<file path="src/rtl/display_scan.sv">
// display_scan: text-mode scan-out; fetches char codes from display RAM port B,
//   looks up glyph rows in the character ROM and serialises them into pixels.
// Latency: 4 clk from RAM address to next_bits valid; pixel/pixel_de 1 pix_ce behind active.
// Backpressure: none; a glyph that is not ready at a cell boundary renders as a blank cell.
// Ports: clk/reset (async, active-high); pix_ce/frame_start/line_start/active from timing;
//   ram_adb/ram_ceb/ram_oceb/ram_doutb = display RAM port B (2-clk pipelined read);
//   rom_addr/rom_data = character ROM (1-clk read); pixel/pixel_de = serial video out.
// Optional: define DISPLAY_SCAN_GFX_EN for built-in 2x3 block graphics on codes 0x80-0xFF.
module display_scan #(
    parameter int COLS   = 64,
    parameter int ROWS   = 16,
    parameter int CHAR_W = 6,
    parameter int CHAR_H = 12
) (
    input  logic        clk,
    input  logic        reset,
    input  logic        pix_ce,
    input  logic        frame_start,
    input  logic        line_start,
    input  logic        active,
    output logic [9:0]  ram_adb,
    output logic        ram_ceb,
    output logic        ram_oceb,
    input  logic [7:0]  ram_doutb,
    output logic [10:0] rom_addr,
    input  logic [7:0]  rom_data,
    output logic        pixel,
    output logic        pixel_de
);
    localparam int COL_W      = $clog2(COLS);
    localparam int ROW_W      = $clog2(ROWS);
    localparam int CNT_W      = $clog2(CHAR_W);
    localparam int CNT_LAST_I = CHAR_W - 1;

    localparam logic [COL_W:0]   COL_END  = COLS[COL_W:0];
    localparam logic [COL_W:0]   COL_ONE  = {{COL_W{1'b0}}, 1'b1};
    localparam logic [ROW_W:0]   ROW_END  = ROWS[ROW_W:0];
    localparam logic [ROW_W:0]   ROW_ONE  = {{ROW_W{1'b0}}, 1'b1};
    localparam logic [3:0]       LIC_LAST = 4'(CHAR_H - 1);
    localparam logic [CNT_W-1:0] CNT_LAST = CNT_LAST_I[CNT_W-1:0];
    localparam logic [CNT_W-1:0] CNT_ONE  = {{(CNT_W-1){1'b0}}, 1'b1};

    typedef enum logic [2:0] {S_IDLE, S_ADDR, S_WAIT, S_ROM, S_LOAD} state_t;

    state_t            state_q, state_d;
    logic [3:0]        lic_q, lic_d;
    logic [ROW_W:0]    row_q, row_d;
    logic [COL_W:0]    col_q, col_d;
    logic              frame_pend_q, frame_pend_d;
    logic [7:0]        code_q, code_d;
    logic [CHAR_W-1:0] next_bits_q, next_bits_d;
    logic              nb_vld_q, nb_vld_d;
    logic [CHAR_W-1:0] shift_q, shift_d;
    logic [CNT_W-1:0]  cnt_q, cnt_d;
    logic              pixel_q, pixel_d;
    logic              pixel_de_q, pixel_de_d;

    logic [CHAR_W-1:0] glyph_bits;
    logic [CHAR_W-1:0] load_bits;
    logic [7:0]        code_cur;

    // RAM strobes are decoded straight from the state flops so an async reset drops them at once.
    assign ram_adb  = {row_q[ROW_W-1:0], col_q[COL_W-1:0]};
    assign ram_ceb  = (state_q == S_ADDR);
    assign ram_oceb = (state_q == S_WAIT);
    // In ROM the code is taken directly off the RAM output so rom_data is ready during LOAD.
    assign code_cur = (state_q == S_ROM) ? ram_doutb : code_q;
    assign rom_addr = {code_cur[6:0], lic_q};
    assign pixel    = pixel_q;
    assign pixel_de = pixel_de_q;

`ifdef DISPLAY_SCAN_GFX_EN
    localparam int         HALF_W = CHAR_W / 2;
    localparam logic [3:0] LIC_B1 = 4'(CHAR_H / 3);
    localparam logic [3:0] LIC_B2 = 4'(2 * (CHAR_H / 3));

    logic [1:0] band;
    logic       left_on;
    logic       right_on;

    // Band 0/1/2 = top/middle/bottom third; code bits {2b+1, 2b} are its right/left blocks.
    always_comb begin
        band = 2'd0;
        if (lic_q >= LIC_B2) begin
            band = 2'd2;
        end else if (lic_q >= LIC_B1) begin
            band = 2'd1;
        end
        left_on    = code_q[{band, 1'b0}];
        right_on   = code_q[{band, 1'b1}];
        glyph_bits = code_q[7] ? {{HALF_W{left_on}}, {(CHAR_W - HALF_W){right_on}}}
                               : rom_data[7 -: CHAR_W];
    end

    logic unused_rom_bits;
    assign unused_rom_bits = ^rom_data[7-CHAR_W:0];
`else
    assign glyph_bits = rom_data[7 -: CHAR_W];

    logic unused_bits;
    assign unused_bits = ^{rom_data[7-CHAR_W:0], code_q[7]};
`endif

    always_comb begin
        state_d      = state_q;
        lic_d        = lic_q;
        row_d        = row_q;
        col_d        = col_q;
        frame_pend_d = frame_pend_q;
        code_d       = code_q;
        next_bits_d  = next_bits_q;
        nb_vld_d     = nb_vld_q;
        shift_d      = shift_q;
        cnt_d        = cnt_q;
        pixel_d      = 1'b0;
        pixel_de_d   = active & pix_ce;
        load_bits    = nb_vld_q ? next_bits_q : '0;

        // Shifter. cnt_q==0 marks a cell boundary (also the first pixel of a line): the new
        // cell's first pixel comes straight from next_bits and the next fetch is launched.
        if (active && pix_ce) begin
            if (cnt_q == '0) begin
                pixel_d  = load_bits[CHAR_W-1];
                shift_d  = load_bits << 1;
                cnt_d    = CNT_LAST;
                nb_vld_d = 1'b0;
                if (state_q == S_IDLE && col_q != COL_END && row_q != ROW_END) begin
                    state_d = S_ADDR;
                end
            end else begin
                pixel_d = shift_q[CHAR_W-1];
                shift_d = shift_q << 1;
                cnt_d   = cnt_q - CNT_ONE;
            end
        end

        // Fetch pipeline; placed after the shifter so a LOAD always marks next_bits valid.
        case (state_q)
            S_ADDR: state_d = S_WAIT;
            S_WAIT: state_d = S_ROM;
            S_ROM: begin
                code_d  = ram_doutb;
                state_d = S_LOAD;
            end
            S_LOAD: begin
                next_bits_d = glyph_bits;
                nb_vld_d    = 1'b1;
                col_d       = col_q + COL_ONE;
                state_d     = S_IDLE;
            end
            default: ;
        endcase

        // Line/frame strobes override everything: drop any fetch in flight and restart at col 0.
        if (frame_start || line_start) begin
            state_d     = S_IDLE;
            col_d       = '0;
            nb_vld_d    = 1'b0;
            next_bits_d = '0;
            cnt_d       = '0;
        end
        if (frame_start) begin
            lic_d        = '0;
            row_d        = '0;
            frame_pend_d = 1'b1;
        end
        if (line_start) begin
            if (frame_start || frame_pend_q) begin
                lic_d        = '0;
                row_d        = '0;
                frame_pend_d = 1'b0;
            end else if (row_q != ROW_END) begin
                if (lic_q == LIC_LAST) begin
                    lic_d = '0;
                    row_d = row_q + ROW_ONE;
                end else begin
                    lic_d = lic_q + 4'd1;
                end
            end
            // Prefetch column 0 unless we are in the blank region below the last text row.
            if (row_d != ROW_END) begin
                state_d = S_ADDR;
            end
        end
    end

    always_ff @(posedge clk or posedge reset) begin
        if (reset) begin
            state_q      <= S_IDLE;
            lic_q        <= '0;
            row_q        <= '0;
            col_q        <= '0;
            frame_pend_q <= 1'b0;
            code_q       <= '0;
            next_bits_q  <= '0;
            nb_vld_q     <= 1'b0;
            shift_q      <= '0;
            cnt_q        <= '0;
            pixel_q      <= 1'b0;
            pixel_de_q   <= 1'b0;
        end else begin
            state_q      <= state_d;
            lic_q        <= lic_d;
            row_q        <= row_d;
            col_q        <= col_d;
            frame_pend_q <= frame_pend_d;
            code_q       <= code_d;
            next_bits_q  <= next_bits_d;
            nb_vld_q     <= nb_vld_d;
            shift_q      <= shift_d;
            cnt_q        <= cnt_d;
            pixel_q      <= pixel_d;
            pixel_de_q   <= pixel_de_d;
        end
    end
endmodule

</file>
<file path="config.mk">
export PLATFORM = sky130hd
export DESIGN_NAME = display_scan
export DESIGN_NICKNAME = d
export VERILOG_FILES = /design/src/rtl/display_scan.sv
export SDC_FILE = /design/constraint.sdc
export NUM_CORES = 1
export LEC_CHECK = 0
export BUFFER_PORTS_ARGS = -buffer_cell sky130_fd_sc_hd__clkbuf_2
export CAP_MARGIN = 10
export CORE_MARGIN = 4
export CORE_UTILIZATION = 54
export DETAILED_ROUTE_END_ITERATION = 16
export GPL_ROUTABILITY_DRIVEN = 0
export PLACE_DENSITY = 0.79
export SETUP_SLACK_MARGIN = 0.3
export SLEW_MARGIN = 5
export SYNTH_ARGS = -nofsm -noshare
export SYNTH_HDL_FRONTEND = slang
export SYNTH_SLANG_ARGS = --single-unit
</file>
<file path="constraint.sdc">
create_clock -name clk -period 2.22 [get_ports clk]
set_clock_uncertainty 0.05 [all_clocks]
set_input_delay 0.111 -clock clk [delete_from_list [all_inputs] [get_ports clk]]
set_output_delay 0.111 -clock clk [all_outputs]
set_load 0.02 [all_outputs]
</file>
==> metrics.txt, run 1 <==
dominant register cell in the synthesized netlist dfrtp_1; layout cells sized above 1 0.258; total I/O pin count 47; estimated wirelength of the detail-placed design 3240 µm; post-synthesis instance area 2250 µm²; wire length of the first global-routing pass 7920 µm; leading cell types by total area after synthesis dfrtp_1 (49%), nand2_1 (6.7%), a21oi_1 (4.9%), mux2_2 (3.5%), buf_4 (3.3%); antenna fix cells 0; overall track demand over capacity in global routing 0.192; critical-path cell list ha_2 > and3b_2 > nand4_1 > xor2_1 > o41ai_1 > nand4_1; Port-buffer cells 43; clock-pin slew reported for the worst setup and hold paths after clock tree synthesis 80 ps; initial DRC count 98; share of the synthesized area in the top cell type 0.490; slowest stage cell on the critical path dfrtp_1; startpoint of the worst register-to-register path lic_q[1]$_DFF_PP0_; most frequent standard cell in the layout excluding fill and tap cells clkbuf_2; global route total overflow 0; most frequent cells in the layout clkbuf_2 (43), dfrtp_1 (42), nand2_1 (39); fin crit share 0.809; total number of vias 1839; worst ir drop on vdd 0.402 mV; hold crit path type input port to register; Area after DPL 2440 µm²; TritonCTS clock tree built; cell depth of the worst flop-to-flop path 6; yosys synthesis warning count 0; Die Span Y 72.5 µm; worst hold slack across all endpoints 12.8 ps; CP Launch Type register; minimum period implied by the final worst setup slack 1800 ps; number of vias per cell 5.52; number of maximum-capacitance constraint violations 0; drt drc 0; length of the first detailed-routing pass in iterations 4; required time at the endpoint of the critical path 2340 ps; Die Wd 72.5 µm; post-synthesis cell type with the largest combined area dfrtp_1; static power due to leakage 1.18 nW; Total Die Area 5250 µm²; Inserted Clock Buffers 5; share of async-settable or async-resettable flops after synthesis 1.00; startpoint-to-endpoint class of the critical path register to register; setup-violating endpoint count in the final report 0; final wirelength 4720 µm; areal power density over the cells 690 nW/µm²; status completed; critical path fanouts, max 6; buffer and inverter count on the worst path 0; synthesized netlist net count 266; cell depth of the worst hold path 2; detail-routed net length per standard cell 14.2 µm; launch point of the worst hold path ram_doutb[0]; Total Negative Setup Slacks 0 ps; capture instance of the worst register-to-register path state_q[0]$_DFF_PP0_; setup slack on the worst flop-to-flop path 420 ps; number of antenna violations at the first check in global routing 0; Final Instance Area 2650 µm²; final core utilization 0.663; clk buf depth 2; P&R area growth vs syn 18.1%; transition time at the pin with the least slew margin 556 ps; number of flip-flops and latches in the synthesized netlist 44; setup repair after global routing missed its margin yes; final slew viol count 0; count of cell types in the netlist 45; max incr delay on CP 420 ps; Max Freq 557 MHz; number of instances in the synthesized netlist 239; via count of the first global-routing pass 1768; number of placement rows 23; standard cell core area 4000 µm²; number of endpoints with negative hold slack in the final report 0; Total Nets Final 309; cell repeated most along the worst path nand4_1; Worst Hold Path EP code_q[0]$_DFF_PP0_; maximum number of pins on one net before global-route repair 45; clk sinks 44; post-route total power 0.00183 W; post-synthesis area per instance 9.40 µm²; buffers inserted by post-CTS timing repair 0; Initial Util 0.561; insertion delay to the later sink of the worst-skew pair 290 ps; worst slew margin relative to its limit 0.630; number of nets with antenna violations after routing 0; kind of cell adding the most delay to the critical path simple AND/OR/NAND/NOR gates; data arrival time of the critical path 1910 ps; sequential fraction of the synthesis area 0.490; Crit. End Element register; H-tree level count 2; number of synthesized flops with an enable pin 0; Root Buffer Master clkbuf_8
## worst max path at each step
stage	from	endpoint	slack, ps	cells after the start
after floorplan	lic_q[0]$_DFF_PP0_	state_q[0]$_DFF_PP0_	370	6
after global placement	row_q[0]$_DFF_PP0_	state_q[0]$_DFF_PP0_	350	7
after detailed placement	row_q[0]$_DFF_PP0_	state_q[0]$_DFF_PP0_	330	7
after CTS	row_q[0]$_DFF_PP0_	state_q[0]$_DFF_PP0_	300	7
after global routing	lic_q[1]$_DFF_PP0_	state_q[0]$_DFF_PP0_	260	6
final	lic_q[1]$_DFF_PP0_	state_q[0]$_DFF_PP0_	420	6
## metrics by stage
step	cells	setup slack, ps
floorplan	239	375
global placement	318	347
detailed placement	318	330
finish	333	424
global route	333	264
CTS	333	305
## cell type report
cell class	instances	area, µm²
Inverter	8	30.0
Clock buffer	7	96.3
Timing Repair Buffer	54	315
Sequential cell	44	1100
Tap cell	50	62.6
Clock inverter	1	30.0
Multi-Input combinational cell	169	1010
Fill cell	339	1350
## cells by family after synthesis
family	count (synthesis)	share of synthesized area
buf+inv	26	0.0646
simple gates	100	0.220
fa+ha+maj	5	0.0279
compound gates	47	0.123
xor+xnor	9	0.0351
flops	44	0.490
mux	8	0.0396
## where the power goes
group	total [W]	switching [W]	internal (W)
combinational	0.000274	0.000166	0.000108
clock	0.000672	0.000274	0.000397
sequential	0.000886	0.0000284	0.000857
## flip-flops by register name (all words and copies together), names as in the netlist
signal	flops
row_q	5
lic_q	4
shift_q	5
nb_vld_q	1
state_q	3
next_bits_q	6
cnt_q	3
pixel_de	1
code_q	7
pixel	1
frame_pend_q	1
col_q	7
## layer usage
metal,track usage,part of all wire,up-vias
li1,-,-,910
met1,0.249,0.46,893
met3,0.0443,0.040,5
met2,0.321,0.49,31
met4,0.0615,0.011,0
met5,0,0,-
## synthesized netlist by cell type, types with 2 or more instances
cell type,number
mux2_2,7
o41ai_1,2
buf_2,2
ha_1,5
xor2_1,6
nor2_1,20
a31oi_1,6
nand2_1,40
or3_1,4
a21oi_1,22
o21ai_0,9
nand3b_1,2
nor3_1,2
xnor2_1,3
nor3b_1,2
buf_4,10
inv_1,6
nor4_1,2
clkbuf_1,5
nand3_1,9
nor2b_1,2
dfrtp_1,44
and2_1,2
nand2b_1,2
nand4_1,5
## repair_timing
action	4_1_cts	5_1_grt
endpoints found under the hold margin	50	0
gates cloned	0	0
setup endpoints to repair	7	12
resized for setup	1	8
hold buffers	7	0
(Power assumes the default switching activity.)
==> run 2: changes to the inputs <==
==> constraint.sdc (replaced) <==
create_clock -name clk -period 1.8 [get_ports clk]
set_clock_uncertainty 0.05 [all_clocks]
set_input_delay 0.09 -clock clk [delete_from_list [all_inputs] [get_ports clk]]
set_output_delay 0.09 -clock clk [all_outputs]
set_load 0.02 [all_outputs]
==> run 2 against run 1 <==
The run now ends with setup timing left; wire length is 36% higher; cell count increased by 11%; via count up 14%; flip-flop and latch count unchanged; clock power is 36% higher; non-clock buffer count is 37 higher; sequential power increased by 24%; worst hold slack worse by 3.4 ps; sequential share of layout area shrank 7.3 points; setup slack worse by 430 ps; global-route usage up 3.7 points; combinational power is 94% higher; critical path type unchanged.
==> metrics.txt, run 2 (synthesis gave the netlist of run 1 again) <==
fin crit share 1.00; detail-routed net length per standard cell 17.3 µm; via count of the first global-routing pass 2040; minimum period implied by the final worst setup slack 1810 ps; Final Instance Area 3220 µm²; startpoint-to-endpoint class of the critical path register to register; setup repair after global routing missed its margin yes; most frequent standard cell in the layout excluding fill and tap cells dfrtp_1; insertion delay to the later sink of the worst-skew pair 310 ps; most frequent cells in the layout dfrtp_1 (42), nand2_1 (39), clkbuf_2 (34); status finished with violations; hold crit path type input port to register; overall track demand over capacity in global routing 0.230; transition time at the pin with the least slew margin 462 ps; estimated wirelength of the detail-placed design 3520 µm; Port-buffer cells 43; Crit. End Element register; antenna fix cells 0; Die Wd 72.5 µm; slack of the critical path -5.03 ps; Die Span Y 72.5 µm; number of vias per cell 5.70; wire length of the first global-routing pass 9580 µm; critical path fanouts, max 4; Inserted Clock Buffers 5; number of nets with antenna violations after routing 0; Initial Util 0.561; required time at the endpoint of the critical path 1930 ps; final slew viol count 0; clk buf depth 2; number of maximum-capacitance constraint violations 0; clock-pin slew reported for the worst setup and hold paths after clock tree synthesis 90 ps; CP Launch Type register; clk sinks 44; Area after DPL 2540 µm²; static power due to leakage 1.46 nW; number of placement rows 23; final wirelength 6400 µm; standard cell core area 4000 µm²; layout cells sized above 1 0.376; startpoint of the worst register-to-register path lic_q[0]$_DFF_PP0_; areal power density over the cells 789 nW/µm²; Total Nets Final 346; final core utilization 0.805; worst hold slack across all endpoints 9.40 ps; Max Freq 554 MHz; number of antenna violations at the first check in global routing 0; initial DRC count 172; drt drc 0; largest registers ranked by flip-flop count code_q (7), col_q (7), next_bits_q (6); total number of vias 2103; violated checks setup timing; number of endpoints with negative hold slack in the final report 0; launch point of the worst hold path ram_doutb[1]; worst ir drop on vdd 0.802 mV; TritonCTS clock tree built; H-tree level count 2; worst slew margin relative to its limit 0.692; Root Buffer Master clkbuf_8; length of the first detailed-routing pass in iterations 4; maximum number of pins on one net before global-route repair 24; Worst Setup SP lic_q[0]$_DFF_PP0_; Total Die Area 5250 µm²; P&R area growth vs syn 43.3%; global route total overflow 0; total I/O pin count 47; data arrival time of the critical path 1930 ps; setup-violating endpoint count in the final report 1
run 2: report_power, final:
group	switching, W	internal (W)
sequential	0.0000370	0.00106
combinational	0.000255	0.000277
clock	0.000367	0.000547
total	0.000659	0.00188
run 2: per-stage QoR:
step | cells | total power [W] | setup WS [ps] | TNS (ps)
global placement | 328 | 0.00144 | 97.0 | 0
floorplan | 239 | 0.00133 | 95.8 | 0
finish | 369 | 0.00254 | -5.03 | -5.03
detailed placement | 328 | 0.00145 | 75.3 | 0
CTS | 361 | 0.00239 | 82.0 | 0
global route | 369 | 0.00263 | -79.9 | -128
run 2: worst paths after layout:
| kind | end | slack (ps) | cells past startpoint |
|---|---|---|---|
| max | state_q[0]$_DFF_PP0_ | -5 | 7 |
| min | code_q[1]$_DFF_PP0_ | 9 | 2 |
| max reg2reg | state_q[0]$_DFF_PP0_ | -5 | 7 |
| min reg2reg | shift_q[1]$_DFFE_PP0P_ | 440 | 2 |
| max in group asynchronous | col_q[3]$_DFFE_PP0P_ | 760 | 4 |
| min in group asynchronous | code_q[6]$_DFF_PP0_ | 260 | 3 |
run 2: critical path, cell delays in order, from the launching register on:
cell and delay, ps:
dfrtp_2 430, ha_4 170, and3b_2 260, buf_6 130
nand3_2 50, o21ai_1 100, o41ai_2 340, nand4_1 130
run 2: routing by layer:
| layer | global-route usage | vias up | wire, µm |
|---|---|---|---|
| li1 | - | 983 | - |
| met1 | 0.311 | 1021 | 2700 |
| met2 | 0.379 | 87 | 3220 |
| met3 | 0.0388 | 12 | 367 |
| met4 | 0.0697 | 0 | 111 |
| met5 | 0 | - | 0 |
run 2: final cells by class:
cell class	count	area [µm²]
inverters	8	30.0
well taps	50	62.6
multi-input cells	169	1180
clock inverters	2	60.1
clock buffers	5	68.8
fillers	227	782
repair buffers	91	717
flip-flops and latches	44	1100
run 2: what timing repair did:
action | 4_1_cts | 5_1_grt
hold endpoints to repair | 22 | 0
setup endpoints to repair | 21 | 22
resized for setup | 27 | 50
hold buffers | 13 | 0
setup buffers | 13 | 8
pin swaps | 14 | 14
==> run 3: changes to the inputs <==
--- a/config.mk
+++ b/config.mk
@@ -11,7 +11,7 @@
 export CORE_UTILIZATION = 54
 export DETAILED_ROUTE_END_ITERATION = 16
 export GPL_ROUTABILITY_DRIVEN = 0
-export PLACE_DENSITY = 0.79
+export PLACE_DENSITY_LB_ADDON = 0.25
 export SETUP_SLACK_MARGIN = 0.3
 export SLEW_MARGIN = 5
 export SYNTH_ARGS = -nofsm -noshare
==> run 3 against run 2 <==
Final area shrank 2.2%; combinational power hardly changed; non-clock buffer count decreased by 3; flip-flop and latch count is the same; the run now ends clean; sequential power about the same; largest power group unchanged.
==> metrics.txt, run 3 (synthesis gave the netlist of run 1 again) <==
worst slew margin relative to its limit 0.634; TritonCTS clock tree built; final slew viol count 0; H-tree level count 2; number of placement rows 23; most frequent standard cell in the layout excluding fill and tap cells dfrtp_1; startpoint-to-endpoint class of the critical path register to output port; Root Buffer Master clkbuf_8; fin crit share 0.974; Crit. End Element output port; Port-buffer cells 43; global route total overflow 0; clk sinks 44; worst ir drop on vdd 0.456 mV; antenna fix cells 0; required time at the endpoint of the critical path 1660 ps; maximum number of pins on one net before global-route repair 45; Total Negative Setup Slacks 0 ps; initial DRC count 185; fill cell instance count of the final layout 245; clock-pin slew reported for the worst setup and hold paths after clock tree synthesis 80 ps; overall track demand over capacity in global routing 0.211; most frequent cells in the layout dfrtp_1 (41), nand2_1 (39), clkbuf_2 (34); Inserted Clock Buffers 5; data arrival time of the critical path 1610 ps; clk buf depth 2; length of the first detailed-routing pass in iterations 4; status completed; largest registers ranked by flip-flop count code_q (7), col_q (7), next_bits_q (6); Die Wd 72.5 µm; critical path fanouts, max 7; estimated wirelength of the detail-placed design 3380 µm; worst hold slack across all endpoints 9.37 ps; hold crit path type input port to register; Total Nets Final 343; setup repair after global routing missed its margin yes; number of endpoints with negative hold slack in the final report 0; minimum period implied by the final worst setup slack 1750 ps; transition time at the pin with the least slew margin 550 ps; P&R area growth vs syn 40.1%; areal power density over the cells 721 nW/µm²; number of nets with antenna violations after routing 0; final wirelength 6120 µm; via count of the first global-routing pass 1970; setup-violating endpoint count in the final report 0; Initial Util 0.561; Total Die Area 5250 µm²; final core utilization 0.787; total number of vias 2090; Max Freq 570 MHz; layout cells sized above 1 0.379; number of antenna violations at the first check in global routing 0; static power due to leakage 1.42 nW; detail-routed net length per standard cell 16.7 µm; CP Launch Type register; number of maximum-capacitance constraint violations 0; total I/O pin count 47; post-route total power 0.00227 W; drt drc 0; wire length of the first global-routing pass 8800 µm; Die Span Y 72.5 µm; insertion delay to the later sink of the worst-skew pair 290 ps; number of vias per cell 5.69; standard cell core area 4000 µm²
## run 3: critical path: stages (launching register included)
cell and delay [ps]:
dfrtp_1 450, nor2b_4 290, nand2_8 110, mux2_4 340, buf_6 140
## run 3: metal layers
| layer | track usage | share of wire | wire length [µm] | vias to the layer above |
|---|---|---|---|---|
| li1 | - | - | - | 975 |
| met4 | 0.0553 | 0.027 | 167 | 0 |
| met2 | 0.381 | 0.54 | 3330 | 73 |
| met3 | 0.0374 | 0.043 | 262 | 20 |
| met5 | 0 | 0 | 0 | - |
| met1 | 0.260 | 0.38 | 2360 | 1022 |
## run 3: path summary, 6_finish.rpt
path	depth (start not counted)	slack, ps	end	from
max in group asynchronous	4	880	state_q[2]$_DFF_PP0_	reset
max reg2reg	6	110	lic_q[0]$_DFF_PP0_	lic_q[0]$_DFF_PP0_
min reg2reg	2	450	shift_q[1]$_DFFE_PP0P_	shift_q[1]$_DFFE_PP0P_
min in group asynchronous	4	420	pixel_de$_DFF_PP0_	reset
min	3	9	next_bits_q[0]$_DFFE_PP0P_	rom_data[2]
max	4	50	rom_addr[10]	state_q[0]$_DFF_PP0_
## run 3: where the power goes
group	internal (W)	leakage (nW)	switching [W]	total (W)
Clock	0.000307	0.0510	0.000330	0.000636
Sequential	0.00106	0.579	0.0000408	0.00110
Combinational	0.000273	0.789	0.000260	0.000533
Total	0.00164	1.42	0.000631	0.00227
## run 3: repair_timing
action | in CTS | in global routing
cloned | 0 | 0
gates resized for setup | 28 | 46
hold endpoints to repair | 55 | 0
setup buffers | 10 | 8
hold buffers | 12 | 0
pin swaps | 13 | 13
setup endpoints to repair | 18 | 21
## run 3: layout make-up
class                           instances  area, µm²  area share
Multi-Input combinational cell        169       1180       0.375
Sequential cell                        44       1100       0.351
Timing Repair Buffer                   88        676       0.215
Clock buffer                            6       82.6      0.0262
Tap cell                               50       62.6      0.0199
Inverter                                8       30.0     0.00954
Clock inverter                          2       10.0     0.00318
## run 3: metrics by stage
| stage | instance area [µm²] | cells | setup slack, ps |
|---|---|---|---|
| 5_1_grt | 3150 | 367 | 1.05 |
| 4_1_cts | 2950 | 359 | 93.2 |
| 6_report | 3150 | 367 | 47.1 |
| 2_1_floorplan | 2280 | 239 | 95.8 |
| 3_3_place_gp | 2550 | 329 | 122 |
| 3_5_place_dp | 2550 | 329 | 89.3 |
